[src/rtl/redirect_controller.sv]
// Front-end redirect sequencer for the dual-issue pipeline.
// Arbitrates EX-stage recovery against decode-stage early jumps (EX is older
// and always wins), presents the winner to PC control over a valid/ready
// handshake, then holds the front end squashed for DRAIN_CYCLES cycles.
// Keeps saturating counters of completed redirects and EX mispredictions.
module redirect_controller #(
   parameter int DRAIN_CYCLES = 2,
   parameter int CNT_W        = 16
) (
   input  logic              clk,
   input  logic              rst,
   input  logic              ex_recover_en,
   input  logic [31:0]       ex_recover_pc,
   input  logic              ex_flush1,
   input  logic              ex_flush2,
   input  logic              ex_miss,
   input  logic              id_redirect_en,
   input  logic [31:0]       id_redirect_pc,
   output logic              pc_redirect_valid,
   output logic [31:0]       pc_redirect_pc,
   input  logic              pc_redirect_ready,
   output logic              kill_if,
   output logic              kill_id,
   output logic              kill_ex_slot2,
   output logic              stall_issue,
   output logic [CNT_W-1:0]  redirect_count,
   output logic [CNT_W-1:0]  miss_count
);

   typedef enum logic [1:0] {
      IDLE  = 2'd0,
      REQ   = 2'd1,
      DRAIN = 2'd2
   } state_t;

   localparam logic [3:0] DRAIN_INIT = 4'(DRAIN_CYCLES - 1);

   state_t            state_reg;
   logic [31:0]       tgt_pc_reg;
   logic              src_ex_reg;      // 1: current redirect came from EX, 0: from ID
   logic [3:0]        drain_cnt_reg;
   logic [CNT_W-1:0]  redirect_count_reg;
   logic [CNT_W-1:0]  miss_count_reg;
   logic              valid_reg;
   logic              busy_reg;

   logic              idle;
   logic              accept_ex;
   logic              accept_id;
   logic              accept_any;
   logic              handshake;

   // ex_flush2 only matters when ex_flush1 is clear, and then slot 2 retires
   // normally, so it never changes the squash decision.
   logic              unused_flush2;
   assign unused_flush2 = ex_flush2;

   assign idle = (state_reg == IDLE);

   // EX is accepted when idle, or when it preempts an in-flight ID redirect.
   // A busy EX redirect means any new request comes from a squashed younger op.
   assign accept_ex  = !rst && ex_recover_en && (idle || !src_ex_reg);
   assign accept_id  = !rst && id_redirect_en && !ex_recover_en && idle;
   assign accept_any = accept_ex || accept_id;
   assign handshake  = (state_reg == REQ) && pc_redirect_ready;

   // Accept-cycle kills are combinational so the stages are squashed at once.
   always_comb begin
      kill_if       = accept_any || busy_reg;
      kill_id       = accept_ex  || busy_reg;
      kill_ex_slot2 = accept_ex  && ex_flush1;
   end

   assign pc_redirect_valid = valid_reg;
   assign pc_redirect_pc    = tgt_pc_reg;
   assign stall_issue       = busy_reg;
   assign redirect_count    = redirect_count_reg;
   assign miss_count        = miss_count_reg;

   // Redirect FSM, target/source capture, drain timer and registered outputs.
   always_ff @(posedge clk) begin
      if (rst) begin
         state_reg     <= IDLE;
         tgt_pc_reg    <= 32'd0;
         src_ex_reg    <= 1'b1;
         drain_cnt_reg <= 4'd0;
         valid_reg     <= 1'b0;
         busy_reg      <= 1'b0;
      end else if (accept_ex) begin
         // Fresh EX request; also replaces an ID redirect in REQ or DRAIN.
         // A same-cycle ID handshake still completes and is counted below.
         tgt_pc_reg <= ex_recover_pc;
         src_ex_reg <= 1'b1;
         state_reg  <= REQ;
         valid_reg  <= 1'b1;
         busy_reg   <= 1'b1;
      end else begin
         case (state_reg)
            IDLE: begin
               if (accept_id) begin
                  tgt_pc_reg <= id_redirect_pc;
                  src_ex_reg <= 1'b0;
                  state_reg  <= REQ;
                  valid_reg  <= 1'b1;
                  busy_reg   <= 1'b1;
               end
            end
            REQ: begin
               if (pc_redirect_ready) begin
                  state_reg     <= DRAIN;
                  drain_cnt_reg <= DRAIN_INIT;
                  valid_reg     <= 1'b0;
               end
            end
            DRAIN: begin
               if (drain_cnt_reg == 4'd0) begin
                  state_reg <= IDLE;
                  busy_reg  <= 1'b0;
               end else begin
                  drain_cnt_reg <= drain_cnt_reg - 4'd1;
               end
            end
            default: begin
               state_reg <= IDLE;
               valid_reg <= 1'b0;
               busy_reg  <= 1'b0;
            end
         endcase
      end
   end

   // Saturating statistics counters.
   always_ff @(posedge clk) begin
      if (rst) begin
         redirect_count_reg <= '0;
         miss_count_reg     <= '0;
      end else begin
         if (handshake && (redirect_count_reg != '1)) begin
            redirect_count_reg <= redirect_count_reg + CNT_W'(1);
         end
         if (accept_ex && ex_miss && (miss_count_reg != '1)) begin
            miss_count_reg <= miss_count_reg + CNT_W'(1);
         end
      end
   end

endmodule

[config.mk]
export PLATFORM = sky130hd
export DESIGN_NAME = redirect_controller
export DESIGN_NICKNAME = d
export VERILOG_FILES = /design/src/rtl/redirect_controller.sv
export SDC_FILE = /design/constraint.sdc
export NUM_CORES = 1
export LEC_CHECK = 0
export CAP_MARGIN = 20
export CELL_PAD_IN_SITES_DETAIL_PLACEMENT = 0
export CELL_PAD_IN_SITES_GLOBAL_PLACEMENT = 1
export CORE_ASPECT_RATIO = 0.9
export CORE_UTILIZATION = 28
export CTS_CLUSTER_DIAMETER = 80
export CTS_CLUSTER_SIZE = 20
export DETAILED_ROUTE_END_ITERATION = 6
export PLACE_DENSITY_LB_ADDON = 0.1
export SYNTH_ARGS = -nofsm -noshare
export SYNTH_HDL_FRONTEND = slang
export SYNTH_SLANG_ARGS = --single-unit
[constraint.sdc]
create_clock -name clk -period 1.4 [get_ports clk]
set_input_delay 0.28 -clock clk [delete_from_list [all_inputs] [get_ports clk]]
set_output_delay 0.28 -clock clk [all_outputs]
set_load 0.1 [all_outputs]
==> impl_metrics.csv, run 1 <==
group,metric,value,unit
outcome,status,"finished with violations",
outcome,violations,"setup timing",
final_layout,seq_area,1598,um^2
detailed_routing,drt-total-wl,11480,um
grt,grt.overflow.total,0,
final_layout,largest_reg_flops,32,
floorplanning,pin_count,141,
min_path,whs_path_depth,4,
final_layout,mostFrequentLayoutCells,"75 x buf_12, 71 x nor2_1, 70 x buf_4",
logic_synthesis,synth_top_family_by_area,"simple AND/OR/NAND/NOR gates",
detailed_routing,drtPass1Iterations,4,
final_layout,layout_commonest_cell,"buf_12",
placement,pre_cts_slack,-554.5,ps
clock_tree,numCtsBuffers,9,
final_layout,area_growth,111.1,%
setup_path,r2r_cells,7,
final_layout,layout-drive-gt1-share,0.4465,
detailed_routing,viasPerCell,4.810,
setup_path,cpMostUsedCell,"nand2b_4",
placement,gp_congestion,0.8277,
power,peakVddDrop,0.6424,mV
clock_tree,cts_hold_buffers,0,
logic_synthesis,synth_flop_cell,"dfxtp_1",
logic_synthesis,synthSimpleGateAreaFrac,0.2345,
sta,max_freq,620.5,MHz
detailed_routing,drt-initial-drc-count,146,
power,power.density,870.8,nW/um^2
sta,finalSetupViolCount,59,
logic_synthesis,synth-xor-area-share,0.05353,
detailed_routing,wl_per_cell,14.97,um
sta,finalCritPeriodShare,1.151,
sta,timing.final.ws_setup,-211.6,ps
sta,maxSlewHeadroom,0.7480,
logic_synthesis,ys_seq_elements,73,
setup_path,path_depth,5,
run,drv_cap,0,
setup_path,cpMaxStageDelayCell,"dfxtp_4",
clock_tree,cts_tree,"done",
setup_path,crit_type,"flip-flop to output port",
logic_synthesis,ys_seq_area_frac,0.4253,
sta,finClkSkew,4.204,ps
logic_synthesis,syn-instance-count,388,
logic_synthesis,ys_types,42,
clock_tree,clk_latency,330,ps
setup_path,cp-end-kind,"output port",
detailed_routing,drc,0,
sta,finalCriticalPeriod,1612,ps
logic_synthesis,yosysWarnings,0,
sta,hold_viol_final,0,
setup_path,crit_path_cell_trace,"o21ai_4, nand2_4, nand2b_4, nand2b_4, buf_12",
logic_synthesis,synthTopCellsByArea,"dfxtp_1 43%, mux2i_1 10%, a211oi_1 8.5%",
logic_synthesis,synthArstFlopShare,0,
detailed_routing,vias,3689,
placement,place_hpwl,7976,um
floorplanning,die_w,118.8,um
placement,io_buffer_count,139,
clock_tree,clockRootBuffer,"clkbuf_16",
floorplanning,coreArea,12030,um^2
logic_synthesis,synth_area_per_cell,8.855,um^2
sta,setup-tns-final,-3774,ps
setup_path,slowest_delay,360,ps
sta,worstMarginPinSlew,377.9,ps
grt,track_usage,0.1803,
clock_tree,cts_buffer_depth,2,
floorplanning,rows,38,
detailed_routing,ant_nets,0,
sta,final_max_slew_viol_count,0,
grt,grt_max_degree,49,
grt,antenna_found_initial,0,
min_path,hold_path.class,"input pin to flip-flop",
logic_synthesis,synthMuxAreaShare,0.1082,
setup_path,worstPathMaxFanout,4,
setup_path,critPathTopFamily,"flip-flops",
logic_synthesis,netlist_area,3436,um^2
grt,grt_pass1_wl,18330,um
floorplanning,die_area,12720,um^2
final_layout,nNetsFinal,678,
logic_synthesis,syn_nets,463,
logic_synthesis,synthAdderAreaFrac,0.01092,
clock_tree,path_clk_slew,50,ps
setup_path,critPathBufInv,1,
floorplanning,initial_core_util,0.2856,
logic_synthesis,synth-edff-count,0,
floorplanning,die_y,107.1,um
setup_path,arrival,1330,ps
logic_synthesis,synth_compound_area_frac,0.1377,
clock_tree,htreeDepth,3,
sta,rsz0062_at_grt,"true",
logic_synthesis,synth_top_area_cell,"dfxtp_1",
clock_tree,numClockSinks,73,
setup_path,required,1120,ps
grt,grt_pass1_vias,3744,
logic_synthesis,synth_top_area_frac,0.4253,
final_layout,n_antenna_cell,0,
power,p_leak,0.003004,uW
final_layout,fill_cells,994,
setup_path,start_kind,"flip-flop",
final_layout,multiInputGateArea,2313,um^2
cells by family after synthesis:
logic type / after synthesis
and+or+nand+nor: 163
DFF: 73
AOI/OAI and AO/OA: 67
muxes: 37
buffers and inverters: 24
xor gates and xnor gates: 21
adders and majority gates: 3
cells in the mapped netlist (2+ instances only):
cell type,count
nor4_1,6
o21ai_0,6
nand3_1,12
ha_1,3
a21o_1,2
nand2_1,19
and4_1,4
inv_1,4
nand2b_1,6
buf_4,3
nor3_1,7
dfxtp_1,73
nor2_1,75
nor4b_1,2
xor2_1,8
clkbuf_1,15
nand4_1,11
xnor2_1,13
and3_1,7
and2_1,4
nor2b_1,4
a21oi_1,11
mux2i_1,36
a211oi_1,39
repair_timing:
action	4_1_cts	5_1_grt
gates resized for setup	38	34
setup endpoints to repair	70	74
hold endpoints to repair	0	0
pin swaps	19	41
gates cloned	2	1
buffers inserted	11	5
worst paths after layout:
check                    start             end  slack, ps
setup / recovery  state_reg[0]         kill_if       -210
setup reg to reg  state_reg[0]  miss_count[11]       -200
hold / removal             rst      src_ex_reg        340
hold reg to reg     src_ex_reg      src_ex_reg        460
worst reg2reg max path: stages (launching register included):
cell     delay (ps)
dfxtp_4         360
o21ai_4         190
buf_4           180
nand4_1         110
buf_6           170
nor4b_4         280
xnor2_1         150
nor2_1           50
layer usage:
layer	GRT usage	vias to the layer above	part of all wire
met1	0.2277	1742	0.47
li1	-	1830	-
met5	0	-	0
met2	0.3058	104	0.47
met4	0.04973	0	0.0099
met3	0.04309	13	0.053
where the power goes:
part | total (uW) | internal (uW) | switching [uW]
clock | 2050 | 1240 | 811
combinational | 2020 | 856 | 1160
sequential | 2250 | 2130 | 118
final cells by class:
class | count | area share
timing repair buffer | 224 | 0.3954
multi-input combinational | 291 | 0.3190
clock inverter | 1 | 0.0006900
sequential | 73 | 0.2203
inverter | 4 | 0.002070
tap | 160 | 0.02760
clock buffer | 14 | 0.03502
per-stage QoR:
step	std cells	cell area (um^2)	hold WS [ps]	total power, uW	utilization
final	767	7253	342.8	6316	0.6030
after global routing	767	7253	362.7	6584	0.6030
after CTS	761	7044	328.4	6367	0.5856
after detailed placement	733	6472	453.3	4206	0.5381
after global placement	733	6472	446.5	4185	0.5381
after floorplan	388	3749	388.1	3347	-
Note: power is estimated with default switching activity, not from simulation.
==> run 2, diff against run 1 <==
CORE_UTILIZATION = 31   (was 28)
GPL_ROUTABILITY_DRIVEN = 0   (was default)
clock period = 1.97 ns   (was 1.4 ns; I/O delays follow)
==> run 2 against run 1 <==
  * The run now ends clean
  * Worst hold slack worse by 26 ps
  * Sequential cell count stayed put
  * Clock power is 27% lower
  * First-iteration DRC count is 22% higher
  * Worst setup slack better by 300 ps
  * Global-route usage is 0.78 points lower
  * Cell count is 11% lower
  * Count of clock-buffer cells in the layout stayed put
  * Combinational power is 43% lower
  * Sequential power is 29% lower
  * Utilization is 11 points lower
  * Critical endpoint is now kill_ex_slot2
==> impl_metrics.csv, run 2 (synthesized netlist as in run 1, its figures left out) <==
group,metric,value,unit
final_layout,layout-drive-gt1-share,0.2747,
final_layout,nNetsFinal,618,
detailed_routing,wl_per_cell,14.08,um
clock_tree,cts_hold_buffers,0,
clock_tree,htreeDepth,3,
floorplanning,pin_count,141,
floorplanning,initial_core_util,0.3178,
setup_path,worstPathMaxFanout,7,
sta,max_freq,532.6,MHz
setup_path,cp-end-kind,"output port",
power,peakVddDrop,0.5310,mV
final_layout,largest_reg_flops,32,
final_layout,multiInputGateArea,1892,um^2
final_layout,fill_cells,1083,
clock_tree,cts_buffer_depth,2,
grt,track_usage,0.1725,
detailed_routing,vias,3318,
clock_tree,cts_tree,"done",
sta,timing.final.ws_setup,92.51,ps
final_layout,seq_area,1503,um^2
placement,pre_cts_slack,-304.5,ps
detailed_routing,drtPass1Iterations,4,
detailed_routing,ant_nets,0,
detailed_routing,route.met3.wl,636,um
floorplanning,die_y,101.9,um
detailed_routing,drt-total-wl,9559,um
clock_tree,clockRootBuffer,"clkbuf_16",
min_path,hold_path.class,"input pin to flip-flop",
setup_path,crit_path_cell_trace,"o21ai_2, buf_4, and3_1, buf_12",
detailed_routing,wl_met1,4589,um
sta,final_max_slew_viol_count,0,
grt,grt_pass1_vias,3178,
grt,antenna_found_initial,0,
setup_path,slowest_delay,510,ps
power,p_leak,0.002298,uW
floorplanning,rows,36,
detailed_routing,drc,0,
clock_tree,numCtsBuffers,9,
grt,grt_pass1_wl,15590,um
final_layout,area_growth,53.97,%
power,power.density,802.2,nW/um^2
final_layout,mostFrequentLayoutCells,"90 x buf_4, 75 x nor2_1, 68 x clkdlybuf4s50_1",
sta,rsz0062_at_grt,"false",
sta,hold_viol_final,0,
detailed_routing,viasPerCell,4.887,
placement,io_buffer_count,139,
grt,grt.overflow.total,0,
sta,finClkSkew,4.107,ps
placement,place_hpwl,6687,um
sta,finalCriticalPeriod,1877,ps
floorplanning,coreArea,10810,um^2
grt,grt_max_degree,74,
clock_tree,path_clk_slew,50,ps
sta,finalCritPeriodShare,0.9530,
clock_tree,clk_latency,330,ps
floorplanning,die_w,113.0,um
floorplanning,die_area,11510,um^2
setup_path,start_kind,"flip-flop",
detailed_routing,met2WireLength,4208,um
run,drv_cap,0,
outcome,status,"finished clean",
final_layout,n_antenna_cell,0,
detailed_routing,top_layer,"met4",
power,p_total,4244,uW
sta,worstMarginPinSlew,813.7,ps
sta,maxSlewHeadroom,0.4575,
clock_tree,numClockSinks,73,
setup_path,crit_type,"flip-flop to output port",
setup_path,cpMaxStageDelayCell,"dfxtp_1",
setup_path,arrival,1480,ps
detailed_routing,drt-initial-drc-count,178,
setup_path,rrSetupSlack,200,ps
sta,finalSetupViolCount,0,
final_layout,layout_commonest_cell,"buf_4",
setup_path,required,1580,ps
## run 2: changes by cell type in the layout (fill, tap and decap cells not counted), sizes merged
cell           before  now
buf               154   95
clkbuf             15   14
clkdlybuf4s50      67   68
clkinv              1    0
dlygate4sd2         2    1
## run 2: where the power goes
part	total, uW	switching, uW	internal (uW)
clock	1490	582	908
combinational	1150	776	374
sequential	1600	48.4	1550
total	4240	1410	2840
## run 2: path summary, 6_finish.rpt
kind,from,end,cells past startpoint
min,rst,stall_issue,2
min reg2reg,src_ex_reg,src_ex_reg,2
max reg2reg,state_reg[0],drain_cnt_reg[2],6
max,state_reg[0],kill_ex_slot2,4
## run 2: worst max-delay path, delay by kind of cell, from the launching register on
| family | cells | cell delay [ps] |
|---|---|---|
| AOI/OAI and AO/OA | 1 | 110 |
| buffers and inverters | 2 | 320 |
| DFF | 1 | 510 |
| and+or+nand+nor | 1 | 210 |
## run 2: cell type report
cell class | instances | share of cell area
multi-input combinational | 291 | 0.3576
sequential | 73 | 0.2841
clock buffer | 14 | 0.04991
timing repair buffer | 164 | 0.2741
inverter | 4 | 0.002838
tap | 133 | 0.03146
## run 2: what timing repair did
item,CTS,global route
setup endpoints to repair,3,2
setup buffers,2,1
gates resized for setup,3,0
pin swaps,1,1
## run 2: per-stage QoR
step                      hold WS (ps)  instances  setup TNS [ps]  utilization  area [um^2]
after floorplan                  434.3        388          -96.54            -         3487
after global placement           447.2        662           -8057       0.4623         4997
after detailed placement         456.9        662           -9608       0.4623         4997
after CTS                        304.5        678               0       0.4887         5283
after global routing             311.8        679               0       0.4894         5290
final                            317.3        679               0       0.4894         5290
## run 2: layer usage
layer / vias to the layer above / global-route usage
met4: 0 / 0.06073
met5: - / 0
met1: 1506 / 0.2239
met3: 11 / 0.05457
met2: 95 / 0.2721
li1: 1706 / -
==> run 3, diff against run 2 <==
GPL_TIMING_DRIVEN = 0   (was default)
==> run 3 against run 2 <==
  * Via count grew 1.5%
  * Global-route usage increased by 0.76 points
  * Sequential share of layout area hardly changed
  * Utilization hardly changed
  * First-iteration DRC count is 49% lower
  * Sequential cell count unchanged
  * Maximum frequency is 2.9% lower
  * Critical path depth decreased by 3
  * Worst setup slack lost 56 ps
  * Combinational power about the same
  * Worst hold slack better by 130 ps
  * Clock skew rose by 6.1 ps
  * Critical endpoint is now miss_count[9]
  * Largest cell class unchanged
==> impl_metrics.csv, run 3 (synthesized netlist as in run 1, its figures left out) <==
group,metric,value,unit
outcome,status,"finished clean",
final_layout,largest_reg_flops,32,
clock_tree,clk_latency,330,ps
setup_path,crit_path_cell_trace,"dlygate4sd2_1",
power,comb_power_share,0.270,
power,peakVddDrop,0.3469,mV
setup_path,worstPathMaxFanout,4,
clock_tree,cts_buffer_depth,2,
power,p_seq_frac,0.384,
sta,rsz0062_at_grt,"true",
detailed_routing,drt-initial-drc-count,91,
grt,grt.overflow.total,0,
sta,finalCriticalPeriod,1934,ps
floorplanning,coreArea,10810,um^2
final_layout,layout_commonest_cell,"nor2_1",
grt,grt_use_met2,0.2920,
clock_tree,path_clk_slew,60,ps
sta,final_max_slew_viol_count,0,
setup_path,critPathTopFamily,"buffers and inverters",
detailed_routing,ant_nets,0,
power,switching_share,0.3442,
power,p_total,4170,uW
sta,timing.final.ws_setup,36.47,ps
final_layout,fin_cells,676,
grt,track_usage,0.1801,
grt,grt_pass1_vias,3162,
placement,io_buffer_count,139,
clock_tree,htreeDepth,3,
sta,maxSlewHeadroom,0.3403,
final_layout,n_antenna_cell,0,
run,drv_cap,0,
setup_path,crit_type,"flip-flop to output port",
final_layout,area_growth,54.08,%
floorplanning,initial_core_util,0.3178,
setup_path,cp-end-kind,"output port",
setup_path,critPathBufInv,1,
setup_path,arrival,1540,ps
placement,pre_cts_slack,-1428,ps
sta,worstMarginPinSlew,993.5,ps
grt,use_met1,0.2446,
power,p_int,2735,uW
sta,finClkSkew,10.22,ps
min_path,hold_path.class,"input pin to flip-flop",
floorplanning,die_y,101.9,um
grt,busiest_layer,"met2",
clock_tree,cts_hold_buffers,0,
power,power.density,787.8,nW/um^2
clock_tree,clockRootBuffer,"clkbuf_16",
floorplanning,die_w,113.0,um
sta,finalSetupViolCount,0,
placement,place_hpwl,7538,um
detailed_routing,drc,0,
sta,finalCritPeriodShare,0.9815,
setup_path,start_kind,"flip-flop",
grt,grt_pass1_wl,16260,um
floorplanning,die_area,11510,um^2
clock_tree,numClockSinks,73,
min_path,whs_path_depth,4,
sta,max_freq,517.2,MHz
setup_path,path_depth,1,
final_layout,layout-drive-gt1-share,0.1529,
detailed_routing,viasPerCell,4.982,
final_layout,nNetsFinal,614,
clock_tree,cts_tree,"done",
detailed_routing,wl_per_cell,15.18,um
final_layout,mostFrequentLayoutCells,"73 x nor2_1, 67 x clkdlybuf4s50_1, 39 x a211oi_1",
detailed_routing,drt-total-wl,10260,um
detailed_routing,drtPass1Iterations,4,
grt,antenna_found_initial,0,
setup_path,cpMaxStageDelayCell,"dlygate4sd2_1",
grt,gr-usage-met3,0.04567,
power,p_leak,0.002293,uW
setup_path,slowest_delay,860,ps
setup_path,r2r_cells,6,
grt,grt_max_degree,12,
setup_path,rrSetupSlack,230,ps
placement,dp_cells,660,
power,p_clk_frac,0.345,
power,power_switching,1435,uW
clock_tree,numCtsBuffers,9,
floorplanning,pin_count,141,
sta,hold_viol_final,0,
setup_path,required,1580,ps
detailed_routing,vias,3368,
floorplanning,rows,36,
## run 3: final timing paths
path,start,endpoint
hold reg to reg,pc_redirect_valid,pc_redirect_valid
setup / recovery,miss_count[9],miss_count[9]
hold / removal,id_redirect_en,src_ex_reg
setup reg to reg,miss_count[1],miss_count[1]
## run 3: metal layers
metal / routed length (um) / share of wire / vias to the layer above
met1: 5084 / 0.50 / 1556
li1: - / - / 1701
met5: 0 / 0 / -
met3: 573 / 0.056 / 9
met4: 81 / 0.0079 / 0
met2: 4518 / 0.44 / 102
## run 3: through the flow
step,hold WS [ps],setup TNS (ps),area (um^2),utilization
floorplan,434.3,-96.54,3487,-
global placement,447.5,-33810,5045,0.4667
detailed placement,455.5,-34060,5045,0.4667
CTS,459.2,-61.34,5303,0.4905
global route,462.3,-22.64,5294,0.4897
finish,448.5,0,5294,0.4897
## run 3: timing repair
item / in CTS / in global routing
setup endpoints to repair: 112 / 44
endpoints found under the hold margin: 0 / 0
pin swaps: 1 / 2
gates cloned: 0 / 0
gates resized for setup: 116 / 38
setup buffers: 1 / 0
## run 3: layout make-up
type                            instances  area (um^2)
Multi-Input combinational cell        291         1933
Fill cell                            1097         5517
Buffer                                 20        97.59
Sequential cell                        73         1505
Timing Repair Buffer                  140         1321
Clock buffer                           12        236.5
Inverter                                4        15.01
Tap cell                              133        166.4
Clock inverter                          3        18.77
## run 3: power groups by stage
stage                     clock (uW)  sequential, uW  combinational (uW)
final                           1440            1600                1130
after global routing            1560            1610                1180
after CTS                       1500            1600                1130
after detailed placement           0            1630                1140
after global placement             0            1630                1140
after floorplan                    0            2130                 282
